--- config.mk ---
export PLATFORM = sky130hd
export DESIGN_NAME = cnna_mul_share_arb
export DESIGN_NICKNAME = d
export VERILOG_FILES = /design/src/rtl/cnna_mul_arb_pkg.sv /design/src/rtl/cnna_mul_15x13.sv /design/src/rtl/cnna_rr_pick.sv /design/src/rtl/cnna_mul_share_arb.sv
export SDC_FILE = /design/constraint.sdc
export NUM_CORES = 1
export LEC_CHECK = 0
export CAP_MARGIN = 30
export CORE_MARGIN = 1
export CORE_UTILIZATION = 31
export CTS_CLUSTER_SIZE = 8
export DETAILED_ROUTE_END_ITERATION = 10
export MAX_ROUTING_LAYER = met4
export SLEW_MARGIN = 20
export SYNTH_ARGS = -nofsm -noshare
export SYNTH_HDL_FRONTEND = slang
export SYNTH_SLANG_ARGS = --single-unit
--- constraint.sdc ---
create_clock -name ap_clk -period 10.3 [get_ports ap_clk]
set_clock_uncertainty 0.2 [all_clocks]
set_input_delay 2.06 -clock ap_clk [delete_from_list [all_inputs] [get_ports ap_clk]]
set_output_delay 2.06 -clock ap_clk [all_outputs]
set_load 0.03 [all_outputs]
--- src/rtl/cnna_mul_arb_pkg.sv ---
// Shared constants and helpers for the cnna shared-multiplier arbiter.
//   A_W/B_W   : operand widths (unsigned multiplicand / multiplier)
//   P_W       : response product width
//   FULL_W    : full-precision product width
//   clog2_fn  : index width needed for n requesters
//   oh2idx    : one-hot (up to MAX_REQ bits) to binary index
package cnna_mul_arb_pkg;

    localparam int unsigned A_W      = 15;
    localparam int unsigned B_W      = 13;
    localparam int unsigned P_W      = 16;
    localparam int unsigned FULL_W   = 28;
    localparam int unsigned MAX_REQ  = 8;
    localparam int unsigned MAX_ID_W = 3;

    // Smallest w with 2**w >= n.
    function automatic int unsigned clog2_fn(input int unsigned n);
        int unsigned w;
        w = 0;
        for (int unsigned i = 0; i < 31; i++) begin
            if ((32'd1 << i) < n) w = i + 1;
        end
        return w;
    endfunction

    // OR-reduce the indices of set bits; exact for one-hot or zero inputs.
    function automatic logic [MAX_ID_W-1:0] oh2idx(input logic [MAX_REQ-1:0] oh);
        logic [MAX_ID_W-1:0] idx;
        idx = '0;
        for (int unsigned i = 0; i < MAX_REQ; i++) begin
            if (oh[i]) idx |= MAX_ID_W'(i);
        end
        return idx;
    endfunction

endpackage

--- src/rtl/cnna_mul_15x13.sv ---
// Single-stage unsigned 15x13 multiplier producing a 16-bit result.
// With CNNA_MUL_SAT_EN defined the result saturates to all-ones when the
// full product exceeds 16 bits and sat_o reports it; otherwise it truncates.
//   a_i   : 15-bit unsigned multiplicand
//   b_i   : 13-bit unsigned multiplier
//   p_o   : 16-bit product
//   sat_o : saturation indicator (CNNA_MUL_SAT_EN only)
module cnna_mul_15x13
    import cnna_mul_arb_pkg::*;
(
    input  logic [A_W-1:0] a_i,
    input  logic [B_W-1:0] b_i,
`ifdef CNNA_MUL_SAT_EN
    output logic           sat_o,
`endif
    output logic [P_W-1:0] p_o
);

`ifdef CNNA_MUL_SAT_EN
    logic [FULL_W-1:0] full;

    assign full  = FULL_W'(a_i) * FULL_W'(b_i);
    assign sat_o = |full[FULL_W-1:P_W];
    assign p_o   = sat_o ? '1 : full[P_W-1:0];
`else
    // Low 16 bits of a product only depend on the low 16 bits of the operands.
    assign p_o = P_W'(a_i) * P_W'(b_i);
`endif

endmodule

--- src/rtl/cnna_rr_pick.sv ---
// Combinational round-robin pick: rotate requests so rr_ptr_i sits at bit 0,
// take the lowest set bit, rotate the grant back.
//   req_i       : request vector
//   rr_ptr_i    : highest-priority index this cycle
//   grant_o     : one-hot grant (zero when no request)
//   grant_idx_o : binary index of grant_o
module cnna_rr_pick
    import cnna_mul_arb_pkg::*;
#(
    parameter int unsigned NUM_REQ = 4,
    parameter int unsigned ID_W    = clog2_fn(NUM_REQ)
) (
    input  logic [NUM_REQ-1:0] req_i,
    input  logic [ID_W-1:0]    rr_ptr_i,
    output logic [NUM_REQ-1:0] grant_o,
    output logic [ID_W-1:0]    grant_idx_o
);

    logic [NUM_REQ-1:0] rot;
    logic [NUM_REQ-1:0] rot_gnt;
    logic [ID_W:0]      back_sh;

    always_comb begin
        rot         = NUM_REQ'({req_i, req_i} >> rr_ptr_i);
        rot_gnt     = rot & (~rot + NUM_REQ'(1));
        // Shifting by NUM_REQ - ptr rotates left by ptr; ptr=0 picks the upper copy.
        back_sh     = (ID_W + 1)'(NUM_REQ) - (ID_W + 1)'(rr_ptr_i);
        grant_o     = NUM_REQ'({rot_gnt, rot_gnt} >> back_sh);
        grant_idx_o = ID_W'(oh2idx(MAX_REQ'(grant_o)));
    end

endmodule

--- src/rtl/cnna_mul_share_arb.sv ---
// Round-robin arbiter sharing one 15x13 multiplier among NUM_REQ requesters.
// Accepted operand pairs produce a registered 16-bit product, tagged with the
// requester index, one cycle later.
// Optional feature macro: CNNA_MUL_SAT_EN (saturating result + sat_flag port).
//   ap_clk, ap_rst          : clock, asynchronous active-high reset
//   req_valid / req_ready   : per-requester handshake (ready at most one-hot)
//   req_a / req_b           : packed operands, requester i at [W*i +: W]
//   resp_valid / resp_ready : response handshake
//   resp_data / resp_id     : product and originating requester
//   sat_flag                : product saturated (CNNA_MUL_SAT_EN only)
//   op_cnt                  : accepted operations, wrapping
module cnna_mul_share_arb
    import cnna_mul_arb_pkg::*;
#(
    parameter int unsigned NUM_REQ = 4,
    parameter int unsigned ID_W    = 2,
    parameter int unsigned CNT_W   = 32
) (
    input  logic                   ap_clk,
    input  logic                   ap_rst,
    input  logic [NUM_REQ-1:0]     req_valid,
    output logic [NUM_REQ-1:0]     req_ready,
    input  logic [NUM_REQ*A_W-1:0] req_a,
    input  logic [NUM_REQ*B_W-1:0] req_b,
    output logic                   resp_valid,
    input  logic                   resp_ready,
    output logic [P_W-1:0]         resp_data,
    output logic [ID_W-1:0]        resp_id,
`ifdef CNNA_MUL_SAT_EN
    output logic                   sat_flag,
`endif
    output logic [CNT_W-1:0]       op_cnt
);

    logic [ID_W-1:0]    rr_ptr_q, rr_ptr_d;
    logic               resp_valid_q, resp_valid_d;
    logic [P_W-1:0]     resp_data_q, resp_data_d;
    logic [ID_W-1:0]    resp_id_q, resp_id_d;
    logic [CNT_W-1:0]   op_cnt_q, op_cnt_d;

    logic [NUM_REQ-1:0] grant;
    logic [ID_W-1:0]    grant_idx;
    logic               can_acc;
    logic               xfer;
    logic [A_W-1:0]     a_sel;
    logic [B_W-1:0]     b_sel;
    logic [P_W-1:0]     prod;

    cnna_rr_pick #(
        .NUM_REQ (NUM_REQ),
        .ID_W    (ID_W)
    ) u_pick (
        .req_i       (req_valid),
        .rr_ptr_i    (rr_ptr_q),
        .grant_o     (grant),
        .grant_idx_o (grant_idx)
    );

    // AND-OR operand mux on the one-hot grant.
    always_comb begin
        a_sel = '0;
        b_sel = '0;
        for (int unsigned i = 0; i < NUM_REQ; i++) begin
            if (grant[i]) begin
                a_sel |= req_a[i*A_W +: A_W];
                b_sel |= req_b[i*B_W +: B_W];
            end
        end
    end

`ifdef CNNA_MUL_SAT_EN
    logic sat, sat_q, sat_d;

    cnna_mul_15x13 u_mul (
        .a_i   (a_sel),
        .b_i   (b_sel),
        .sat_o (sat),
        .p_o   (prod)
    );
`else
    cnna_mul_15x13 u_mul (
        .a_i (a_sel),
        .b_i (b_sel),
        .p_o (prod)
    );
`endif

    // Accept when the output register is empty or draining this cycle.
    assign can_acc   = !resp_valid_q || resp_ready;
    assign req_ready = ap_rst ? '0 : (grant & {NUM_REQ{can_acc}});
    assign xfer      = |(req_valid & req_ready);

    // Next-state: load on transfer, clear valid on drain, otherwise hold.
    always_comb begin
        rr_ptr_d     = rr_ptr_q;
        resp_valid_d = resp_valid_q;
        resp_data_d  = resp_data_q;
        resp_id_d    = resp_id_q;
        op_cnt_d     = op_cnt_q;
`ifdef CNNA_MUL_SAT_EN
        sat_d        = sat_q;
`endif
        if (xfer) begin
            resp_valid_d = 1'b1;
            resp_data_d  = prod;
            resp_id_d    = grant_idx;
            rr_ptr_d     = (grant_idx == ID_W'(NUM_REQ - 1)) ? '0 : grant_idx + ID_W'(1);
            op_cnt_d     = op_cnt_q + CNT_W'(1);
`ifdef CNNA_MUL_SAT_EN
            sat_d        = sat;
`endif
        end else if (resp_ready) begin
            resp_valid_d = 1'b0;
        end
    end

    always_ff @(posedge ap_clk or posedge ap_rst) begin
        if (ap_rst) begin
            rr_ptr_q     <= '0;
            resp_valid_q <= 1'b0;
            resp_data_q  <= '0;
            resp_id_q    <= '0;
            op_cnt_q     <= '0;
`ifdef CNNA_MUL_SAT_EN
            sat_q        <= 1'b0;
`endif
        end else begin
            rr_ptr_q     <= rr_ptr_d;
            resp_valid_q <= resp_valid_d;
            resp_data_q  <= resp_data_d;
            resp_id_q    <= resp_id_d;
            op_cnt_q     <= op_cnt_d;
`ifdef CNNA_MUL_SAT_EN
            sat_q        <= sat_d;
`endif
        end
    end

    assign resp_valid = resp_valid_q;
    assign resp_data  = resp_data_q;
    assign resp_id    = resp_id_q;
    assign op_cnt     = op_cnt_q;
`ifdef CNNA_MUL_SAT_EN
    assign sat_flag   = sat_q;
`endif

endmodule

==> impl_metrics.tcl <==
set metrics [dict create \
    start_kind "input port" \
    ctsResizeCount 0 \
    synth.largest_area_cell "fa_1" \
    crit_required_ns 10.28 \
    grt_pass1_vias 6582 \
    via_count 6120 \
    grt_max_degree 55 \
    antenna_found_initial 0 \
    status "completed" \
    fp-row-count 54 \
    htree_levels 2 \
    synthToLayoutAreaGrowth_pct 31.7 \
    io_pins 174 \
    floorplan.initialDensity_pct 31.6 \
    drv_slew 0 \
    rsz0062_at_grt "false" \
    drtIter0Drc 220 \
    grt_pass1_wl_microns 32200 \
    syn-cell-area_sq_mm 0.00693 \
    period_minus_slack_ns 9.60 \
    place_congestion 0.889 \
    drive_gt1_share_pct 4.63 \
    ys.flop_type "dfrtp_1" \
    tritoncts "built" \
    synth_area_per_cell_sq_um 8.56 \
    drv_cap 0 \
    hold_viol_final 0 \
    layout_common_cells "clkdlybuf4s50_1, nand2_1, inv_1" \
    final_common_cell "clkdlybuf4s50_1" \
    worstPathCellList "clkdlybuf4s50_1 > or3b_1 > a2111o_1 > a31oi_4 > buf_4 > nand2_1 > nand4_1 > nand2_1 > fa_1 > fa_1 > fa_1 > fa_1 > fa_1 > xnor2_1 > xnor2_1 > xnor2_1 > xnor2_1 > xnor2_1 > xnor3_1 > xnor3_1 > xor2_1 > o21ai_1" \
    hold_buffers 0 \
    portBuffers 173 \
    synth_nets 1048 \
    grt_util_met2_pct 32.2 \
    yosys-top-cells-area "fa_1, dfrtp_1, nand2_1" \
    cpMaxStageDelayCell "a31oi_4" \
    seq_area_sq_mm 0.00133 \
    worst_pin_slew_ns 0.771 \
    clockRootBuffer "clkbuf_16" \
    crit_type "in -> reg" \
    cp.arrival_ns 9.58 \
    via_per_inst 4.89 \
    die_w_microns 151 \
    fp.coreArea_sq_mm 0.0219 \
    fillers 2275 \
    synth_edf_count 0 \
    die_area_sq_mm 0.0229 \
    async_reset_ff_share_pct 100 \
    relSlewSlack_pct 48.6 \
    diodes 0 \
    fmax_ghz 0.104 \
    max_stage_delay_ns 0.69 \
    yosysWarningCount 0 \
    end_kind "register" \
    firstDrtPassIters 5 \
    wl_per_cell_microns 15.5 \
    wl_microns 19500 \
    yosysUniqueCellTypes 69 \
    grtUsageTotal_pct 18.5 \
    nets 1210 \
    final_antenna_net_count 0 \
    die_h_microns 151 \
    grt_overflow 0 \
    hp-class "reg -> reg" \
    ys_seq_area_share_pct 19.1 \
    critPathMaxFanout 26 \
    clkLatencyLatePin_ns 0.30 \
    clock-sinks 53 \
    setup_viol_count_final 0 \
    multi_input_area_sq_mm 0.00497 \
    ys_seq_elements 53 \
    grtUsageMet3_pct 2.37 \
    detailedPlacementHpwl_microns 16200 \
    ctsLongestPathBuffers 2 \
    finalCritPeriodShare_pct 93.2 \
    syn_inst 809 \
    cts_setup_buffers 0 \
    clk_pin_slew_worst_paths_ns 0.07 \
    yosys.area.top_type_share_pct 23.4 \
    use_met1_pct 21.8 \
    fin_tns_setup_ns 0 \
    grt.busiest_layer "met2" \
    drc 0 \
    cts_buffers 5 \
]
==> synth_stat cells, types with 2 or more instances <==
master	instances
nand2b_1	5
nor4_1	3
nor3b_1	2
nand4_1	21
xor2_1	19
dfrtp_1	53
ha_1	39
and4_1	3
a21o_1	3
and2_1	33
a21oi_2	3
or2_2	2
buf_4	4
a22oi_1	7
and3b_1	2
buf_6	2
nor2b_1	10
and3_1	4
o21bai_1	5
xnor3_1	3
o21ai_1	2
xnor2_1	38
nand4_2	3
a22o_1	5
a22oi_2	2
clkbuf_1	17
o21ai_0	43
nand2_1	162
a221oi_1	4
a222oi_1	3
fa_1	81
nor3_1	5
a221o_1	6
inv_1	125
buf_2	9
nor2_1	32
nand3_1	4
a21oi_1	14
==> cells by family (layout without fill, tap and decap cells) <==
logic type / after synthesis / after routing / share of synthesized area, %
mux: 2 / 2 / 0.307
simple gates: 305 / 305 / 21.5
fa+ha+maj: 120 / 120 / 30.5
xor+xnor: 60 / 60 / 8.18
compound gates: 110 / 110 / 11.1
flops: 53 / 53 / 19.1
buf+inv: 159 / 322 / 9.23
==> cell type report <==
type	count	share of cell area (%)
Tap cell	280	3.84
Sequential cell	53	14.5
Clock inverter	3	0.315
Multi-Input combinational cell	597	54.5
Inverter	126	5.18
Clock buffer	5	1.37
Timing Repair Buffer	188	20.3
==> metal layers <==
| layer | part of all wire, % | vias up |
|---|---|---|
| met5 | 0 | - |
| met4 | 3.2 | 0 |
| met3 | 6.2 | 38 |
| met2 | 48 | 238 |
| met1 | 42 | 2929 |
| li1 | - | 2915 |
==> critical path: cells and delay by family <==
| kind | cells | cell delay, ns |
|---|---|---|
| adders and majority gates | 5 | 2.47 |
| xor gates and xnor gates | 8 | 1.80 |
| AOI/OAI and AO/OA | 3 | 1.28 |
| and+or+nand+nor | 4 | 1.00 |
| buffers and inverters | 2 | 0.96 |
==> through the flow <==
step / cell area, sq um / cells / utilization (%) / hold WS, ns / worst slack (ns)
after floorplan: 6930 / 809 / - / 0.449 / 1.68
final: 9120 / 1252 / 41.7 / 0.268 / 0.700
after detailed placement: 8950 / 1243 / 40.9 / 0.262 / 0.388
after global routing: 9120 / 1252 / 41.7 / 0.297 / 0.284
after CTS: 9110 / 1251 / 41.6 / 0.282 / 0.712
after global placement: 8950 / 1243 / 40.9 / 0.260 / 0.533
==> registers in the layout, indices dropped and copies added (netlist names) <==
register / flops
resp_data: 16
resp_valid: 1
rr_ptr_q: 2
op_cnt: 32
resp_id: 2
==> worst paths after layout <==
| check | cells past startpoint | slack, ns | end | start |
|---|---|---|---|---|
| max | 22 | 0.70 | resp_data[15] | req_valid[0] |
| min | 1 | 0.27 | op_cnt[31] | op_cnt[31] |
| max reg2reg | 27 | 2.35 | resp_data[15] | rr_ptr_q[1] |
| min reg2reg | 1 | 0.27 | op_cnt[31] | op_cnt[31] |
| max in group asynchronous | 3 | 7.35 | op_cnt[28] | ap_rst |
| min in group asynchronous | 3 | 2.06 | op_cnt[14] | ap_rst |
Power is not shown: default switching activity piles up to over one toggle a cycle in this logic, so the estimate is an artifact.
